===== src/rtl/hazard3_trigger_break_ctrl_pkg.sv =====
// rtl/hazard3_trigger_break_ctrl_pkg.sv - shared constants and state type for the trigger break sequencer
package hazard3_trigger_break_ctrl_pkg;

    // Trap cause codes reported alongside a trigger breakpoint
    localparam int CSR_MCAUSE_BREAKPOINT  = 3;
    localparam int CSR_DCSR_CAUSE_TRIGGER = 2;

    // Sequencer states: capture, request outstanding, handler running, step-past window
    typedef enum logic [1:0] {
        ST_IDLE     = 2'd0,
        ST_PEND     = 2'd1,
        ST_WAIT_RET = 2'd2,
        ST_SUPPRESS = 2'd3
    } brk_state_t;

endpackage


===== src/rtl/hazard3_trigger_break_ctrl.sv =====
// rtl/hazard3_trigger_break_ctrl.sv - sequences trigger breakpoints into the trap/debug entry path
module hazard3_trigger_break_ctrl
    import hazard3_trigger_break_ctrl_pkg::*;
#(
    parameter int W_ADDR             = 32,
    parameter int MCAUSE_BREAKPOINT  = CSR_MCAUSE_BREAKPOINT,
    parameter int DCSR_CAUSE_TRIGGER = CSR_DCSR_CAUSE_TRIGGER
) (
    input  logic              clk,
    input  logic              rst,
    input  logic              trig_break,
    input  logic              trig_break_d_mode,
    input  logic              d_pc_valid,
    input  logic [W_ADDR-1:0] d_pc,
    input  logic              d_stall,
    input  logic              x_flush,
    input  logic              trap_ack,
    input  logic              trap_resume,
    output logic              d_hold,
    output logic              break_req,
    output logic              break_d_mode,
    output logic [3:0]        break_cause,
    output logic [W_ADDR-1:0] break_pc
);

    brk_state_t        state_q, state_d;
    logic              break_req_q;
    logic              break_d_mode_q;
    logic [W_ADDR-1:0] break_pc_q;

    logic qual;
    logic capture;

    // A flush in the same cycle means the decode instruction is already dead
    assign qual    = trig_break && d_pc_valid && !x_flush;
    assign capture = (state_q == ST_IDLE) && qual;

    // Next-state selection; trap_ack outranks a flush in PEND, and mret/dret outranks a flush in WAIT_RET
    always_comb begin
        state_d = state_q;
        case (state_q)
            ST_IDLE: begin
                if (qual) state_d = ST_PEND;
            end
            ST_PEND: begin
                if (trap_ack)     state_d = ST_WAIT_RET;
                else if (x_flush) state_d = ST_IDLE;
            end
            ST_WAIT_RET: begin
                if (trap_resume) state_d = ST_SUPPRESS;
            end
            ST_SUPPRESS: begin
                if (x_flush || (d_pc_valid && !d_stall)) state_d = ST_IDLE;
            end
            default: state_d = ST_IDLE;
        endcase
    end

    // State, registered request and captured breakpoint context
    always_ff @(posedge clk or posedge rst) begin
        if (rst) begin
            state_q        <= ST_IDLE;
            break_req_q    <= 1'b0;
            break_d_mode_q <= 1'b0;
            break_pc_q     <= '0;
        end else begin
            state_q     <= state_d;
            break_req_q <= (state_d == ST_PEND);
            if (capture) begin
                break_pc_q     <= d_pc;
                break_d_mode_q <= trig_break_d_mode;
            end
        end
    end

    // Hold decode in the qualifying cycle itself so the matching instruction never advances
    assign d_hold       = capture || (state_q == ST_PEND);
    assign break_req    = break_req_q;
    assign break_d_mode = break_d_mode_q;
    assign break_pc     = break_pc_q;
    assign break_cause  = break_d_mode_q ? 4'(DCSR_CAUSE_TRIGGER) : 4'(MCAUSE_BREAKPOINT);

endmodule


===== config.mk =====
export PLATFORM = sky130hd
export DESIGN_NAME = hazard3_trigger_break_ctrl
export DESIGN_NICKNAME = d
export VERILOG_FILES = /design/src/rtl/hazard3_trigger_break_ctrl_pkg.sv /design/src/rtl/hazard3_trigger_break_ctrl.sv
export SDC_FILE = /design/constraint.sdc
export NUM_CORES = 1
export LEC_CHECK = 0
export ABC_CLOCK_PERIOD_IN_PS = 1820
export BUFFER_PORTS_ARGS = -buffer_cell sky130_fd_sc_hd__buf_2
export CAP_MARGIN = 40
export CORE_ASPECT_RATIO = 0.8
export CORE_MARGIN = 2
export CORE_UTILIZATION = 23
export DETAILED_ROUTE_END_ITERATION = 7
export GPL_TIMING_DRIVEN = 1
export SETUP_SLACK_MARGIN = 0.02
export SLEW_MARGIN = 40
export SYNTH_ARGS = -nofsm -noshare
export SYNTH_HDL_FRONTEND = slang
export SYNTH_SLANG_ARGS = --single-unit

===== constraint.sdc =====
create_clock -name clk -period 1.82 [get_ports clk]
set_input_delay 0.273 -clock clk [delete_from_list [all_inputs] [get_ports clk]]
set_output_delay 0.273 -clock clk [all_outputs]
set_load 0.05 [all_outputs]

==> results of run 1 <==
[metrics by stage]
stage               hold WS (ps)  utilization (%)  std cells  setup WS [ps]
floorplan                  421.5                -         94          331.2
global placement           404.3            30.65        249          143.3
detailed placement         413.5            30.65        249          119.2
CTS                        93.55            32.37        257          176.7
global route               134.3            32.37        257          114.2
finish                     91.08            32.37        257          183.7
[worst max path at each step]
| stage | startpoint | to | slack (ps) | depth (start not counted) |
|---|---|---|---|---|
| after detailed placement | x_flush | break_pc[30]$_DFFE_PP0P_ | 120 | 5 |
| after CTS | state_q[1]$_DFF_PP0_ | break_pc[12]$_DFFE_PP0P_ | 180 | 3 |
| after global routing | state_q[1]$_DFF_PP0_ | break_pc[31]$_DFFE_PP0P_ | 110 | 3 |
| after floorplan | x_flush | d_hold | 330 | 2 |
| final | state_q[1]$_DFF_PP0_ | break_pc[16]$_DFFE_PP0P_ | 180 | 3 |
| after global placement | x_flush | break_pc[7]$_DFFE_PP0P_ | 140 | 5 |
[area by class of cell]
| class | instances | area (sq um) |
|---|---|---|
| clock buffers | 5 | 68.82 |
| multi-input cells | 48 | 569.3 |
| inverters | 3 | 11.26 |
| well taps | 84 | 105.1 |
| flip-flops and latches | 36 | 900.9 |
| repair buffers | 78 | 407.9 |
| fillers | 673 | 4400 |
| clock inverters | 3 | 42.54 |
[cell usage in the layout, fill, tap and decap left out, drive strengths merged, types with 2 or more instances in the layout]
master / count
dfrtp: 36
a21oi: 2
conb: 3
clkbuf: 5
mux2: 33
buf: 78
inv: 3
[routing by layer]
| layer | vias up | share of wire, % | wire [um] |
|---|---|---|---|
| met5 | - | 0 | 0 |
| met4 | 0 | 0.51 | 16 |
| met3 | 3 | 12 | 364 |
| met2 | 62 | 43 | 1338 |
| met1 | 501 | 45 | 1388 |
| li1 | 472 | - | - |
[worst max-delay path, cell delays in order (launching register included)]
cell	delay, ps
dfrtp_1	430
or3_2	540
buf_12	220
mux2_4	320
[cells by family after synthesis]
group | Yosys count | synth area share (%)
other | 2 | 0.4783
multiplexers | 33 | 30.36
AO/OA/AOI/OAI | 6 | 2.789
AND/OR/NAND/NOR | 6 | 2.311
buffers and inverters | 10 | 6.693
flip-flops | 36 | 57.37
[state kept, by name, indices dropped and copies added, names as in the netlist]
signal        count
break_pc         32
state_q           2
break_d_mode      1
break_req         1
==> flow_metrics.tcl, run 1 <==
set metrics [dict create \
    clockBufferDepth 2 \
    drive_gt1_share_pct 69.94 \
    yosysWarningCount 0 \
    synth_edf_count 0 \
    post-synth-top-count-cell "dfrtp_1" \
    postRouteAntennaNets 0 \
    clkSlewWorstSetupHoldPaths_ps 80 \
    tns_ps 0 \
    rr_worst_depth 3 \
    synthTopCellsByArea "dfrtp_1, mux2_4, buf_12" \
    num_rows 26 \
    setup_viol 0 \
    viasPerCell 4.039 \
    cts_tree "done" \
    layout.nets 213 \
    fp.dieW_um 96.38 \
    synth_seq_area_share_pct 57.37 \
    overflow 0 \
    htreeDepth 2 \
    post_cts_resized 0 \
    yosysTopAreaCell "dfrtp_1" \
    vias 1038 \
    grt_usage_pct 8.615 \
    synth.avg_cell_area_sq_um 16.88 \
    start_kind "flop" \
    n_antenna_cell 0 \
    crit_fanout 34 \
    initial_utilization_pct 24.13 \
    holdBufCountCts 0 \
    die-area_sq_mm 0.007508 \
    dr.pass1.iters 4 \
    clkLatencyLatePin_ps 280 \
    ios 80 \
    grt_pass1_wl_um 4919 \
    cp.required_ps 1990 \
    post_cts_buffers 0 \
    portBuffers 76 \
    core_sq_mm 0.006506 \
    wl_um 3108 \
    stdcell_area_sq_mm 0.002106 \
    hold_class "in -> async" \
    route.detailed.drc 0 \
    use_met2_pct 13.47 \
    cts.sinks 36 \
    grt_pass1_vias 1043 \
    period_share_pct 89.91 \
    gp_congestion 0.6605 \
    grt_max_degree 37 \
    synth.distinct_cells 19 \
    rsz0062_at_grt "no" \
    synth_area_sq_mm 0.001570 \
    fin_crit_ps 1636 \
    cts_buffers 5 \
    drv_cap 0 \
    worstSetupPathType "reg -> reg" \
    antenna_found_initial 0 \
    regToRegSetupSlack_ps 180 \
    worstPathArrival_ps 1810 \
    use_met3_pct 4.660 \
    synthTopCellsByCount "dfrtp_1, mux2_4, mux2_2" \
    root_buffer "clkbuf_8" \
    wl_per_cell_um 12.09 \
    die_h_um 77.91 \
    synth.top_cell.area_share_pct 57.37 \
    synth_ff_type "dfrtp_1" \
    r2r_start "state_q[1]$_DFF_PP0_" \
    drt_iter0_drc 27 \
    clock.fmax_mhz 611.1 \
    synth_seq_cells 36 \
    worst_clock_skew_ps 4.450 \
    use_met1_pct 10.14 \
    reg2reg_to "break_pc[16]$_DFFE_PP0P_" \
    grt_busiest_layer "met2" \
    slew_viol_final 0 \
    end_kind "flop" \
    status "finished clean" \
    async_reset_ff_share_pct 100.0 \
    areaGrowthSynthToFinish_pct 34.10 \
    finalHoldViolations 0 \
    dp_hpwl_um 2146 \
    place_area_sq_mm 0.001994 \
    synthCells 93 \
]
Power of run 1 is not shown: default switching activity piles up to over one toggle a cycle in this logic, so the estimate is an artifact.
==> run 2: changes to the inputs <==
CTS_BUF_LIST = sky130_fd_sc_hd__clkbuf_4   (was default)
==> run 2 against run 1 <==
Worst setup slack worse by 9.8 ps; cell area is 1.5% lower; count of clock-buffer cells in the layout stayed put; clock skew is 1.5 ps higher; die area stayed put; fmax is 0.59% lower; non-clock buffer count stayed put; utilization is 0.48 points lower; sequential share of layout area is 0.65 points higher; routed wire length is 0.16% higher; global-route usage stayed put; critical endpoint is now break_pc[12]$_DFFE_PP0P_.
==> flow_metrics.tcl, run 2 (synthesized netlist as in run 1, its figures left out) <==
set metrics [dict create \
    clockBufferDepth 2 \
    mostFrequentLayoutCell "buf_2" \
    reg2reg_to "break_pc[12]$_DFFE_PP0P_" \
    period_share_pct 90.44 \
    fin_cells 257 \
    fp.dieW_um 96.38 \
    rsz0062_at_grt "no" \
    n_antenna_cell 0 \
    drive_gt1_share_pct 69.94 \
    dr.pass1.iters 4 \
    grt_pass1_vias 1047 \
    die-area_sq_mm 0.007508 \
    end_kind "flop" \
    layout.nets 213 \
    cts.sinks 36 \
    r2r_start "state_q[1]$_DFF_PP0_" \
    clkLatencyLatePin_ps 330 \
    core_sq_mm 0.006506 \
    antenna_found_initial 0 \
    start_kind "flop" \
    num_rows 26 \
    worstSetupPathType "reg -> reg" \
    vias 1025 \
    crit_fanout 34 \
    tns_ps 0 \
    stdcell_area_sq_mm 0.002074 \
    wl_um 3113 \
    portBuffers 76 \
    cts_buffers 5 \
    initial_utilization_pct 24.13 \
    post_cts_resized 0 \
    setup_viol 0 \
    drv_cap 0 \
    overflow 0 \
    grt_usage_pct 8.615 \
    worstPathArrival_ps 1880 \
    grt_pass1_wl_um 4919 \
    worst_clock_skew_ps 5.946 \
    clock.fmax_mhz 607.5 \
    status "finished clean" \
    ios 80 \
    hold_class "in -> async" \
    route.detailed.drc 0 \
    finalHoldViolations 0 \
    layout_common_cells "buf_2, dfrtp_1, mux2_4, mux2_2, clkbuf_4" \
    root_buffer "clkbuf_4" \
    areaGrowthSynthToFinish_pct 32.11 \
    fin_crit_ps 1646 \
    slew_viol_final 0 \
    drt_iter0_drc 24 \
    grt_max_degree 37 \
    post_cts_buffers 0 \
    cts_tree "done" \
    holdBufCountCts 0 \
    htreeDepth 2 \
    rr_worst_depth 3 \
    placedCellCount 249 \
    largest_reg_flops 32 \
    clkSlewWorstSetupHoldPaths_ps 120 \
    viasPerCell 3.988 \
    wl_per_cell_um 12.11 \
    regToRegSetupSlack_ps 170 \
    postRouteAntennaNets 0 \
    dp_hpwl_um 2146 \
    die_h_um 77.91 \
    cp.required_ps 2050 \
    place_area_sq_mm 0.001994 \
    gp_congestion 0.6605 \
]
[run 2: how the worst max path moves through the flow]
| stage | startpoint | end | slack (ps) | cells past startpoint |
|---|---|---|---|---|
| 2_1_floorplan | x_flush | d_hold | 330 | 2 |
| 3_3_place_gp | x_flush | break_pc[7]$_DFFE_PP0P_ | 140 | 5 |
| 3_5_place_dp | x_flush | break_pc[30]$_DFFE_PP0P_ | 120 | 5 |
| 4_1_cts | state_q[1]$_DFF_PP0_ | break_pc[12]$_DFFE_PP0P_ | 170 | 3 |
| 5_1_grt | state_q[1]$_DFF_PP0_ | break_pc[31]$_DFFE_PP0P_ | 100 | 3 |
| 6_report | state_q[1]$_DFF_PP0_ | break_pc[12]$_DFFE_PP0P_ | 170 | 3 |
[run 2: critical path, cell delays in order, from the launching register on]
cell and delay (ps):
dfrtp_1 450, or3_2 540, buf_12 220, mux2_4 320
[run 2: per-stage QoR]
stage          setup slack [ps]  hold slack (ps)  util, %
2_1_floorplan             331.2            421.5        -
3_3_place_gp              143.3            404.3    30.65
3_5_place_dp              119.2            413.5    30.65
4_1_cts                   168.1            21.64    31.88
5_1_grt                   102.7            45.54    31.88
6_report                  173.9            33.52    31.88
[run 2: cell type report]
cell class	count	area, sq um
Timing Repair Buffer	78	407.9
Sequential cell	36	900.9
Fill cell	680	4432
Tap cell	84	105.1
Inverter	3	11.26
Multi-Input combinational cell	48	569.3
Clock inverter	3	42.54
Clock buffer	5	37.54
[run 2: layer usage]
metal | track usage, % | routed length, um | part of all wire, %
met1 | 10.21 | 1414 | 45
met2 | 13.40 | 1354 | 43
met3 | 4.660 | 345 | 11
met4 | 2.535 | 0 | 0
met5 | 0 | 0 | 0
Power of run 2 is left out for the same reason.
